[config.mk]
export PLATFORM = sky130hd
export DESIGN_NAME = mem_bus_arbiter_flat
export DESIGN_NICKNAME = d
export VERILOG_FILES = /design/src/rtl/mcu_bus_pkg.sv /design/src/rtl/mem_bus_arbiter_if.sv /design/src/rtl/rr_pick2.sv /design/src/rtl/mem_bus_arbiter.sv /design/src/flat_wrapper.sv
export SDC_FILE = /design/constraint.sdc
export NUM_CORES = 1
export LEC_CHECK = 0
export CAP_MARGIN = 5
export CORE_AREA = 2 2 62 64
export DETAILED_ROUTE_END_ITERATION = 10
export DIE_AREA = 0 0 64 66
export GPL_TIMING_DRIVEN = 0
export PLACE_DENSITY_LB_ADDON = 0.08
export SYNTH_ARGS = -nofsm -noshare
export SYNTH_HDL_FRONTEND = slang
export SYNTH_SLANG_ARGS = --single-unit
[constraint.sdc]
create_clock -name clk -period 2.3 [get_ports clk]
set_input_delay 0.46 -clock clk [delete_from_list [all_inputs] [get_ports clk]]
set_output_delay 0.46 -clock clk [all_outputs]
set_load 0.01 [all_outputs]
[src/rtl/mcu_bus_pkg.sv]
// Shared types and defaults for the microcontroller data-memory bus.
package mcu_bus_pkg;

  localparam int DEF_ADDR_W = 8;
  localparam int DEF_DATA_W = 16;

  typedef enum logic {
    OWN_CPU = 1'b0,
    OWN_IO  = 1'b1
  } owner_t;

  typedef enum logic [1:0] {
    IDLE    = 2'd0,
    CPU_OWN = 2'd1,
    IO_OWN  = 2'd2
  } arb_state_t;

endpackage

[src/rtl/mem_bus_arbiter_if.sv]
// Bus bundle between the CPU/DMA requesters, the arbiter and the data memory.
interface mem_bus_arbiter_if import mcu_bus_pkg::*; #(
  parameter int ADDR_W = DEF_ADDR_W,
  parameter int DATA_W = DEF_DATA_W
);
  logic              cpu_req;
  logic              cpu_we;
  logic [ADDR_W-1:0] cpu_addr;
  logic [DATA_W-1:0] cpu_wdata;
  logic              cpu_gnt;
  logic              cpu_rvalid;

  logic              io_req;
  logic              io_we;
  logic [ADDR_W-1:0] io_addr;
  logic [DATA_W-1:0] io_wdata;
  logic              io_gnt;
  logic              io_rvalid;

  logic [DATA_W-1:0] rdata;

  logic              mem_en;
  logic              mem_we;
  logic [ADDR_W-1:0] mem_addr;
  logic [DATA_W-1:0] mem_wdata;
  logic [DATA_W-1:0] mem_rdata;

  // Arbiter side.
  modport slave (
    input  cpu_req, cpu_we, cpu_addr, cpu_wdata,
    input  io_req, io_we, io_addr, io_wdata,
    input  mem_rdata,
    output cpu_gnt, cpu_rvalid, io_gnt, io_rvalid, rdata,
    output mem_en, mem_we, mem_addr, mem_wdata
  );

  // Requester/memory side.
  modport master (
    output cpu_req, cpu_we, cpu_addr, cpu_wdata,
    output io_req, io_we, io_addr, io_wdata,
    output mem_rdata,
    input  cpu_gnt, cpu_rvalid, io_gnt, io_rvalid, rdata,
    input  mem_en, mem_we, mem_addr, mem_wdata
  );
endinterface

[src/rtl/rr_pick2.sv]
// Combinational 2-way round-robin selector: a tie goes to whoever did not own last.
module rr_pick2 import mcu_bus_pkg::*; (
  input  logic   req0,
  input  logic   req1,
  input  owner_t last_owner,
  output owner_t winner
);

  always_comb begin
    winner = last_owner;
    if (req0 && !req1) begin
      winner = OWN_CPU;
    end else if (req1 && !req0) begin
      winner = OWN_IO;
    end else if (req0 && req1) begin
      winner = (last_owner == OWN_CPU) ? OWN_IO : OWN_CPU;
    end
  end

endmodule

[src/rtl/mem_bus_arbiter.sv]
// CPU/DMA arbiter for the single-port data memory: round-robin ownership with
// bounded bursts, combinational beat issue, and 1-cycle read return tracking.
module mem_bus_arbiter import mcu_bus_pkg::*; #(
  parameter int ADDR_W    = DEF_ADDR_W,
  parameter int DATA_W    = DEF_DATA_W,
  parameter int MAX_BURST = 4
) (
  input  logic clk,
  input  logic rst,
  mem_bus_arbiter_if.slave bus
);

  localparam int CNT_W = (MAX_BURST < 1) ? 1 : $clog2(MAX_BURST + 1);
  localparam logic [CNT_W-1:0] BURST_LAST = CNT_W'(MAX_BURST);

  arb_state_t        state;
  owner_t            last_owner;
  owner_t            winner;
  logic [CNT_W-1:0]  beat_cnt;
  logic [CNT_W-1:0]  cnt_next;
  logic              rd_pend_cpu;
  logic              rd_pend_io;

  logic              own_cpu, own_io;
  logic              beat_cpu, beat_io, beat;
  logic              burst_done;

  logic              sel_we;
  logic [ADDR_W-1:0] sel_addr;
  logic [DATA_W-1:0] sel_wdata;

  rr_pick2 u_pick (
    .req0       (bus.cpu_req),
    .req1       (bus.io_req),
    .last_owner (last_owner),
    .winner     (winner)
  );

  assign own_cpu    = (state == CPU_OWN);
  assign own_io     = (state == IO_OWN);
  assign beat_cpu   = own_cpu & bus.cpu_req;
  assign beat_io    = own_io & bus.io_req;
  assign beat       = beat_cpu | beat_io;
  assign cnt_next   = beat_cnt + CNT_W'(1);
  assign burst_done = (cnt_next == BURST_LAST);

  // Idle bus drives zeros so the memory pins are quiet outside beats.
  always_comb begin
    sel_we    = 1'b0;
    sel_addr  = '0;
    sel_wdata = '0;
    if (beat_cpu) begin
      sel_we    = bus.cpu_we;
      sel_addr  = bus.cpu_addr;
      sel_wdata = bus.cpu_wdata;
    end else if (beat_io) begin
      sel_we    = bus.io_we;
      sel_addr  = bus.io_addr;
      sel_wdata = bus.io_wdata;
    end
  end

  assign bus.mem_en     = beat;
  assign bus.mem_we     = sel_we;
  assign bus.mem_addr   = sel_addr;
  assign bus.mem_wdata  = sel_wdata;

  assign bus.cpu_gnt    = own_cpu;
  assign bus.io_gnt     = own_io;
  assign bus.cpu_rvalid = rd_pend_cpu;
  assign bus.io_rvalid  = rd_pend_io;
  assign bus.rdata      = (rd_pend_cpu | rd_pend_io) ? bus.mem_rdata : '0;

  // A drop of req always wins over burst expiry: no beat, hand over or go idle.
  always_ff @(posedge clk or posedge rst) begin
    if (rst) begin
      state       <= IDLE;
      last_owner  <= OWN_IO;
      beat_cnt    <= '0;
      rd_pend_cpu <= 1'b0;
      rd_pend_io  <= 1'b0;
    end else begin
      rd_pend_cpu <= beat_cpu & ~bus.cpu_we;
      rd_pend_io  <= beat_io & ~bus.io_we;
      unique case (state)
        IDLE: begin
          beat_cnt <= '0;
          if (bus.cpu_req || bus.io_req) begin
            state <= (winner == OWN_CPU) ? CPU_OWN : IO_OWN;
          end
        end
        CPU_OWN: begin
          if (!bus.cpu_req) begin
            beat_cnt <= '0;
            state    <= bus.io_req ? IO_OWN : IDLE;
          end else begin
            last_owner <= OWN_CPU;
            if (burst_done) begin
              beat_cnt <= '0;
              if (bus.io_req) state <= IO_OWN;
            end else begin
              beat_cnt <= cnt_next;
            end
          end
        end
        IO_OWN: begin
          if (!bus.io_req) begin
            beat_cnt <= '0;
            state    <= bus.cpu_req ? CPU_OWN : IDLE;
          end else begin
            last_owner <= OWN_IO;
            if (burst_done) begin
              beat_cnt <= '0;
              if (bus.cpu_req) state <= CPU_OWN;
            end else begin
              beat_cnt <= cnt_next;
            end
          end
        end
        default: begin
          state    <= IDLE;
          beat_cnt <= '0;
        end
      endcase
    end
  end

endmodule

[src/flat_wrapper.sv]
// flat-port wrapper written by rule: the top's interface ports become plain ports
module mem_bus_arbiter_flat import mcu_bus_pkg::*;
#(
  parameter int ADDR_W    = DEF_ADDR_W,
  parameter int DATA_W    = DEF_DATA_W,
  parameter int MAX_BURST = 4
)
  (clk, rst, bus_cpu_req, bus_cpu_we, bus_cpu_addr, bus_cpu_wdata, bus_io_req, bus_io_we, bus_io_addr, bus_io_wdata, bus_mem_rdata, bus_cpu_gnt, bus_cpu_rvalid, bus_io_gnt, bus_io_rvalid, bus_rdata, bus_mem_en, bus_mem_we, bus_mem_addr, bus_mem_wdata);
  mem_bus_arbiter_if #(.ADDR_W(ADDR_W), .DATA_W(DATA_W)) bus_i ();
  input  logic clk;
  input  logic rst;
  input wire logic [$bits(bus_i.cpu_req)-1:0] bus_cpu_req;
  input wire logic [$bits(bus_i.cpu_we)-1:0] bus_cpu_we;
  input wire logic [$bits(bus_i.cpu_addr)-1:0] bus_cpu_addr;
  input wire logic [$bits(bus_i.cpu_wdata)-1:0] bus_cpu_wdata;
  input wire logic [$bits(bus_i.io_req)-1:0] bus_io_req;
  input wire logic [$bits(bus_i.io_we)-1:0] bus_io_we;
  input wire logic [$bits(bus_i.io_addr)-1:0] bus_io_addr;
  input wire logic [$bits(bus_i.io_wdata)-1:0] bus_io_wdata;
  input wire logic [$bits(bus_i.mem_rdata)-1:0] bus_mem_rdata;
  output wire logic [$bits(bus_i.cpu_gnt)-1:0] bus_cpu_gnt;
  output wire logic [$bits(bus_i.cpu_rvalid)-1:0] bus_cpu_rvalid;
  output wire logic [$bits(bus_i.io_gnt)-1:0] bus_io_gnt;
  output wire logic [$bits(bus_i.io_rvalid)-1:0] bus_io_rvalid;
  output wire logic [$bits(bus_i.rdata)-1:0] bus_rdata;
  output wire logic [$bits(bus_i.mem_en)-1:0] bus_mem_en;
  output wire logic [$bits(bus_i.mem_we)-1:0] bus_mem_we;
  output wire logic [$bits(bus_i.mem_addr)-1:0] bus_mem_addr;
  output wire logic [$bits(bus_i.mem_wdata)-1:0] bus_mem_wdata;
  assign bus_i.cpu_req = bus_cpu_req;
  assign bus_i.cpu_we = bus_cpu_we;
  assign bus_i.cpu_addr = bus_cpu_addr;
  assign bus_i.cpu_wdata = bus_cpu_wdata;
  assign bus_i.io_req = bus_io_req;
  assign bus_i.io_we = bus_io_we;
  assign bus_i.io_addr = bus_io_addr;
  assign bus_i.io_wdata = bus_io_wdata;
  assign bus_i.mem_rdata = bus_mem_rdata;
  assign bus_cpu_gnt = bus_i.cpu_gnt;
  assign bus_cpu_rvalid = bus_i.cpu_rvalid;
  assign bus_io_gnt = bus_i.io_gnt;
  assign bus_io_rvalid = bus_i.io_rvalid;
  assign bus_rdata = bus_i.rdata;
  assign bus_mem_en = bus_i.mem_en;
  assign bus_mem_we = bus_i.mem_we;
  assign bus_mem_addr = bus_i.mem_addr;
  assign bus_mem_wdata = bus_i.mem_wdata;
  mem_bus_arbiter #(.ADDR_W(ADDR_W), .DATA_W(DATA_W), .MAX_BURST(MAX_BURST)) u_core (.clk(clk), .rst(rst), .bus(bus_i));
endmodule
==> results of run 1 <==
-- cell families (layout without fill, tap and decap cells) --
logic type / count (synthesis) / in the layout
AOI/OAI and AO/OA: 34 / 34
adders and majority gates: 7 / 7
buffers and inverters: 11 / 146
DFF: 8 / 8
muxes: 2 / 2
and+or+nand+nor: 37 / 37
-- where the power goes --
group | internal [mW] | switching [mW]
logic | 0.633 | 0.474
registers | 0.182 | 0.0361
clock network | 0.0666 | 0.0524
total | 0.882 | 0.563
-- layout make-up --
| cell class | count | share of cell area (%) |
|---|---|---|
| clock buffer | 4 | 1.21 |
| buffer | 5 | 2.14 |
| sequential | 8 | 9.35 |
| timing repair buffer | 132 | 54.6 |
| tap | 48 | 2.77 |
| inverter | 5 | 0.866 |
| multi-input combinational | 80 | 29.0 |
-- critical path, delay by kind of cell (launching register included) --
kind | cells | cell delay [ns]
AOI/OAI and AO/OA | 1 | 0.22
adders and majority gates | 1 | 0.18
buffers and inverters | 3 | 0.49
DFF | 1 | 0.44
and+or+nand+nor | 1 | 0.19
-- cells in the mapped netlist --
cell / n / area, um2
a22o_1: 25 / 219
nor2b_1: 18 / 113
dfrtp_1: 7 / 175
ha_1: 7 / 87.6
nor2_1: 6 / 22.5
inv_1: 5 / 18.8
nand2_1: 5 / 18.8
buf_2: 4 / 20.0
a21oi_1: 3 / 15.0
o21ai_0: 3 / 15.0
and3_1: 2 / 12.5
mux2_1: 2 / 22.5
a21oi_2: 1 / 8.76
a31oi_1: 1 / 6.26
and2_1: 1 / 6.26
and2_4: 1 / 8.76
buf_6: 1 / 11.3
clkbuf_1: 1 / 3.75
dfstp_2: 1 / 26.3
nand2b_1: 1 / 6.26
nand3b_1: 1 / 7.51
nor2_4: 1 / 11.3
nor3_2: 1 / 10.0
o21ai_2: 1 / 8.76
-- worst paths after layout --
path / to / cells past startpoint
setup / recovery: bus_mem_addr[0] / 6
hold / removal: u_core.beat_cnt[0]$_DFF_PP0_ / 1
setup reg to reg: u_core.state[1]$_DFFE_PP0P_ / 7
hold reg to reg: u_core.beat_cnt[0]$_DFF_PP0_ / 1
max in group asynchronous: u_core.last_owner$_DFFE_PP1P_ / 2
min in group asynchronous: u_core.beat_cnt[2]$_DFF_PP0_ / 2
-- metrics by stage --
step	cells	TNS, ns	hold WS [ns]
detailed placement	262	-13.20	0.423
floorplan	99	0	0.275
finish	282	0	0.429
CTS	280	0	0.432
global placement	262	-12.53	0.417
global route	282	0	0.456
-- registers in the layout, summed over array words and instances, names as in the netlist --
signal / count
u_core.beat_cnt: 3
u_core.bus.io_rvalid: 1
u_core.last_owner: 1
u_core.bus.cpu_rvalid: 1
u_core.state: 2
-- what timing repair did --
item                       4_1_cts  5_1_grt
gates resized for setup         71       28
pin swaps                        1        1
cloned                           1        0
buffers inserted                14        2
setup endpoints to repair       36       23
-- layer usage --
layer  global-route usage (%)  vias up  routed length [um]
met4                     4.08        0                  27
met5                        0        -                   0
met2                     36.2       57                2320
met1                     20.4      588                1580
met3                     4.77        4                 311
li1                         -      626                   -
==> metrics.md, run 1 <==
| Metric | Value |
|---|---|
| Place WS | -0.587 ns |
| CTS tree | built |
| Avg Synthesized Cell Area | 8.63 um2 |
| Worst EP required | 1.84 ns |
| Critical-path cell list | ha_4, and2_4, buf_4, buf_6, a22o_1, clkdlybuf4s15_1 |
| Count of final setup violators | 0 |
| Hold_buf cts | 0 |
| Detail Route Antenna Nets | 0 |
| CP max FO | 10 |
| Fmax | 448 MHz |
| CP startpoint | u_core.state[0]$_DFFE_PP0P_ |
| Final instance area | 2170 um2 |
| VDD IR-drop max | 0.427 mV |
| PwrDens | 666 nW/um2 |
| Drt drc | 0 |
| Commonest non-fill, non-tap cell in the layout | clkdlybuf4s50_1 |
| Synth Area in XOR/XNOR | 0% |
| Power Total | 1.44 mW |
| Crit Path Class | flip-flop to primary output |
| # IOs | 116 |
| Max-Cap Viols | 0 |
| Largest family of logic cells by synthesized area | compound AO/OA/AOI/OAI gates |
| RSZ-0062 raised after global routing | no |
| Post-synthesis sequential area ratio | 23.6% |
| Layout cells sized above 1 | 25.6% |
| Hpwl dp | 3430 um |
| Cell Area, Synth | 855 um2 |
| Adder-cell share of the synthesized area | 10.2% |
| Cells after Synth | 99 |
| Total grt overflow | 0 |
| 1st-iter DRT viols | 26 |
| Synth Net Count | 176 |
| Critical-path top delay cell | dfrtp_2 |
| Nets | 312 |
| Clk_lat worst skew | 0.26 ns |
| Storage cell area | 203 um2 |
| Post-Synth Simple-Gate Area | 25.3% |
| Cell row count | 22 |
| Initial antenna violation count | 0 |
| Endpoint class of the critical path | primary output |
| Worst Tran Pin Value | 0.307 ns |
| Hold Vio Cnt, Final | 0 |
| Die Span Y | 66 um |
| Root buffer selected by CTS | clkbuf_4 |
| First-pass GRT wire length | 6210 um |
| Compound-gate portion of the synthesized area | 31.9% |
| Area growth from synthesis to layout | 154% |
| Area of the multi-input gates | 629 um2 |
| Total CTS buffers | 3 |
| Total Routing Usage GR | 18.8% |
| Die W | 64 um |
| Worst slew margin | 79.5% |
| # diodes | 0 |
| Seq cells post-synth | 8 |
| Minimum clock period | 2.23 ns |
| Max Transition Viols Final | 0 |
| Fin crit share | 96.9% |
| Worst R2R Setup Slack | 0.65 ns |
| Port Buffers | 115 |
| Full die area | 4220 um2 |
| Clk pin slew, worst setup/hold paths | 0.06 ns |
| CTS max path bufs | 2 |
| Placeable Area | 3550 um2 |
| Final Core Density | 61.1% |
| Vias | 1275 |
| YS warnings | 0 |
| Crit path DAT | 1.77 ns |
| Most frequent cells in the layout | clkdlybuf4s50_1, a22o_1, nor2b_1 |
| Final WS setup | 0.0702 ns |
| H-tree depth | 1 |
| Worst r2r src | u_core.state[1]$_DFFE_PP0P_ |
| Clk_skew | 0.00732 ns |
| Slowest cell delay on critical path | 0.44 ns |
| Multiplexer area fraction after synthesis | 2.64% |
| Clk sinks | 8 |
| Leak pwr | 0.967 nW |
| Area after DPL | 2070 um2 |
| Vias in the first global route | 1238 |
| Min-Delay Path Class | flip-flop to flip-flop |
| Hold Crit Start | u_core.beat_cnt[0]$_DFF_PP0_ |
| Wire per inst | 15.0 um |
| Post-Route WL | 4230 um |
| Filler cells | 322 |
| Largest net degree at the start of global routing | 11 |
| Via/cell ratio | 4.52 |
| Starting Density | 24.1% |
| Netlist cell types | 24 |
| Routability congestion estimate from global placement | 0.722 |
| Outcome | complete, no violations |
| Number of iterations in the first detailed-routing pass | 4 |
| CP Launch Type | flip-flop |
(Power assumes the default switching activity.)
==> run 2, diff against run 1 <==
CORE_AREA = 2 2 79 51   (was 2 2 62 64)
DIE_AREA = 0 0 81 53   (was 0 0 64 66)
==> run 2 against run 1 <==
Compared with the run above: sequential power barely moved; wire length shrank 6.4%; clock skew fell by 0.0065 ns; flip-flop and latch count stayed put; via count fell by 2.5%; non-clock buffer count decreased by 11; combinational power decreased by 8%; worst hold slack improved by 0.025 ns; register-to-register slack hardly changed; first-iteration DRC count down 50%; critical path type unchanged; largest cell class unchanged; highest routed layer unchanged.
==> metrics.md, run 2 (synthesized netlist as in run 1, its figures left out) <==
| Metric | Value |
|---|---|
| Outcome | complete, no violations |
| Number of iterations in the first detailed-routing pass | 4 |
| 1st-iter DRT viols | 13 |
| Clock group share of total power | 12.8% |
| Leak pwr | 0.951 nW |
| Area of the multi-input gates | 629 um2 |
| PwrDens | 667 nW/um2 |
| # diodes | 0 |
| Count of final setup violators | 0 |
| Die W | 81 um |
| Minimum clock period | 2.19 ns |
| H-tree depth | 1 |
| VDD IR-drop max | 0.501 mV |
| Port Buffers | 115 |
| Drt drc | 0 |
| Worst Tran Pin Value | 0.327 ns |
| Fin crit share | 95.3% |
| Place WS | -0.634 ns |
| Vias in the first global route | 1279 |
| Post-Route WL | 3970 um |
| Largest net degree at the start of global routing | 11 |
| Sequential share of power | 15.4% |
| Hold Vio Cnt, Final | 0 |
| Final WS setup | 0.109 ns |
| Int Pwr | 0.869 mW |
| CTS max path bufs | 2 |
| Filler cells | 313 |
| Critical-path top delay cell | dfrtp_1 |
| Area growth from synthesis to layout | 148% |
| Clk sinks | 8 |
| Fmax | 456 MHz |
| Placeable Area | 3530 um2 |
| Crit Path Class | flip-flop to primary output |
| Commonest non-fill, non-tap cell in the layout | clkdlybuf4s50_1 |
| Die Span Y | 53 um |
| Endpoint class of the critical path | primary output |
| Hold_buf cts | 0 |
| CTS tree | built |
| Hpwl dp | 3330 um |
| RSZ-0062 raised after global routing | no |
| Non-Filler Instances | 270 |
| Total CTS buffers | 3 |
| CP top delay family | buffers and inverters |
| CP max FO | 10 |
| Top Registers | u_core.beat_cnt: 3 flops, u_core.state: 2 flops |
| Max-Cap Viols | 0 |
| Detail Route Antenna Nets | 0 |
| Register bank with the most flops | u_core.beat_cnt |
| Initial antenna violation count | 0 |
| Cell row count | 17 |
| Critical-path cell list | ha_4, and2_4, buf_4, a22o_1, dlygate4sd2_1 |
| First-pass GRT wire length | 5830 um |
| # IOs | 116 |
| Worst EP required | 1.84 ns |
| Routability congestion estimate from global placement | 0.687 |
| Max Transition Viols Final | 0 |
| Worst slew margin | 78.2% |
| Total grt overflow | 0 |
| P_sw | 0.545 mW |
| Clk_lat worst skew | 0.23 ns |
| Sw Share | 38.5% |
| Cells after DPL | 261 |
| Logic pwr share | 71.8% |
| Buffers & Inverters on Critical Path | 2 |
| Via/cell ratio | 4.60 |
| Wire per inst | 14.7 um |
| Storage cell area | 201 um2 |
| Total Routing Usage GR | 17.8% |
| Min-Delay Path Class | flip-flop to flip-flop |
| Slowest cell delay on critical path | 0.42 ns |
| Full die area | 4290 um2 |
| Starting Density | 24.2% |
| Vias | 1243 |
| Root buffer selected by CTS | clkbuf_8 |
| Nets | 301 |
| Clk pin slew, worst setup/hold paths | 0.04 ns |
| Setup TNS | 0 ns |
| Crit path DAT | 1.73 ns |
| Clk_skew | 0.000817 ns |
| Most frequent cells in the layout | clkdlybuf4s50_1, a22o_1, nor2b_1 |
| CP Launch Type | flip-flop |
| Layout cells sized above 1 | 16.1% |
| Max FFs per register | 3 |
-- run 2: cell types whose count changed in the layout (fill, tap and decap cells not counted), sizes merged --
| cell | delta |
|---|---|
| clkbuf | -6 |
| buf | -17 |
| dlygate4sd2 | +14 |
| clkdlybuf4s15 | -2 |
-- run 2: per-layer routing --
layer  routed length (um)  global-route usage (%)  vias up
li1                     -                       -      603
met1                 1320                    17.5      571
met2                 2200                    36.1       65
met3                  406                    5.97        4
met4                   32                    4.52        0
met5                    0                       0        -
-- run 2: what timing repair did --
action                     4_1_cts  5_1_grt
hold endpoints to repair         0        0
setup endpoints to repair       36       35
pin swaps                        1        0
gates cloned                     0        0
resized for setup               39       23
buffers inserted                 3        3
-- run 2: power by group through the flow --
stage | combinational (mW) | sequential, mW | clock (mW)
2_1_floorplan | 0.484 | 0.209 | 0
3_3_place_gp | 0.989 | 0.211 | 0
3_5_place_dp | 1.01 | 0.215 | 0
4_1_cts | 1.01 | 0.215 | 0.184
5_1_grt | 1.11 | 0.224 | 0.196
6_report | 1.02 | 0.218 | 0.181
-- run 2: final timing paths --
kind	start	endpoint	slack (ns)	cells after the start
worst min register to register	u_core.beat_cnt[0]$_DFF_PP0_	u_core.beat_cnt[0]$_DFF_PP0_	0.45	1
worst min-delay path	u_core.beat_cnt[0]$_DFF_PP0_	u_core.beat_cnt[0]$_DFF_PP0_	0.45	1
max in group asynchronous	rst	u_core.last_owner$_DFFE_PP1P_	1.52	2
worst max register to register	u_core.state[1]$_DFFE_PP0P_	u_core.state[0]$_DFFE_PP0P_	0.66	7
min in group asynchronous	rst	u_core.beat_cnt[2]$_DFF_PP0_	0.49	2
worst max-delay path	u_core.state[0]$_DFFE_PP0P_	bus_mem_wdata[6]	0.11	5
-- run 2: stage by stage --
| step | utilization (%) | cell area (um2) | hold WS [ns] | power [mW] |
|---|---|---|---|---|
| 4_1_cts | 60.5 | 2130 | 0.453 | 1.41 |
| 3_5_place_dp | 58.5 | 2060 | 0.427 | 1.22 |
| 3_3_place_gp | 58.5 | 2060 | 0.418 | 1.20 |
| 5_1_grt | 60.1 | 2120 | 0.491 | 1.52 |
| 6_report | 60.1 | 2120 | 0.454 | 1.41 |
| 2_1_floorplan | - | 855 | 0.275 | 0.694 |
-- run 2: layout make-up --
type                            count  area share [%]
Inverter                            5           0.885
Clock buffer                        4            2.12
Sequential cell                     8            9.50
Timing Repair Buffer              121            53.0
Buffer                              5            2.01
Multi-Input combinational cell     80            29.7
Tap cell                           47            2.77
-- run 2: worst register-to-register path, delay by kind of cell, from the launching register on --
kind | cells | cell delay (ns)
simple gates | 1 | 0.19
fa+ha+maj | 1 | 0.16
compound gates | 2 | 0.22
flops | 1 | 0.40
buf+inv | 2 | 0.21
mux | 1 | 0.34
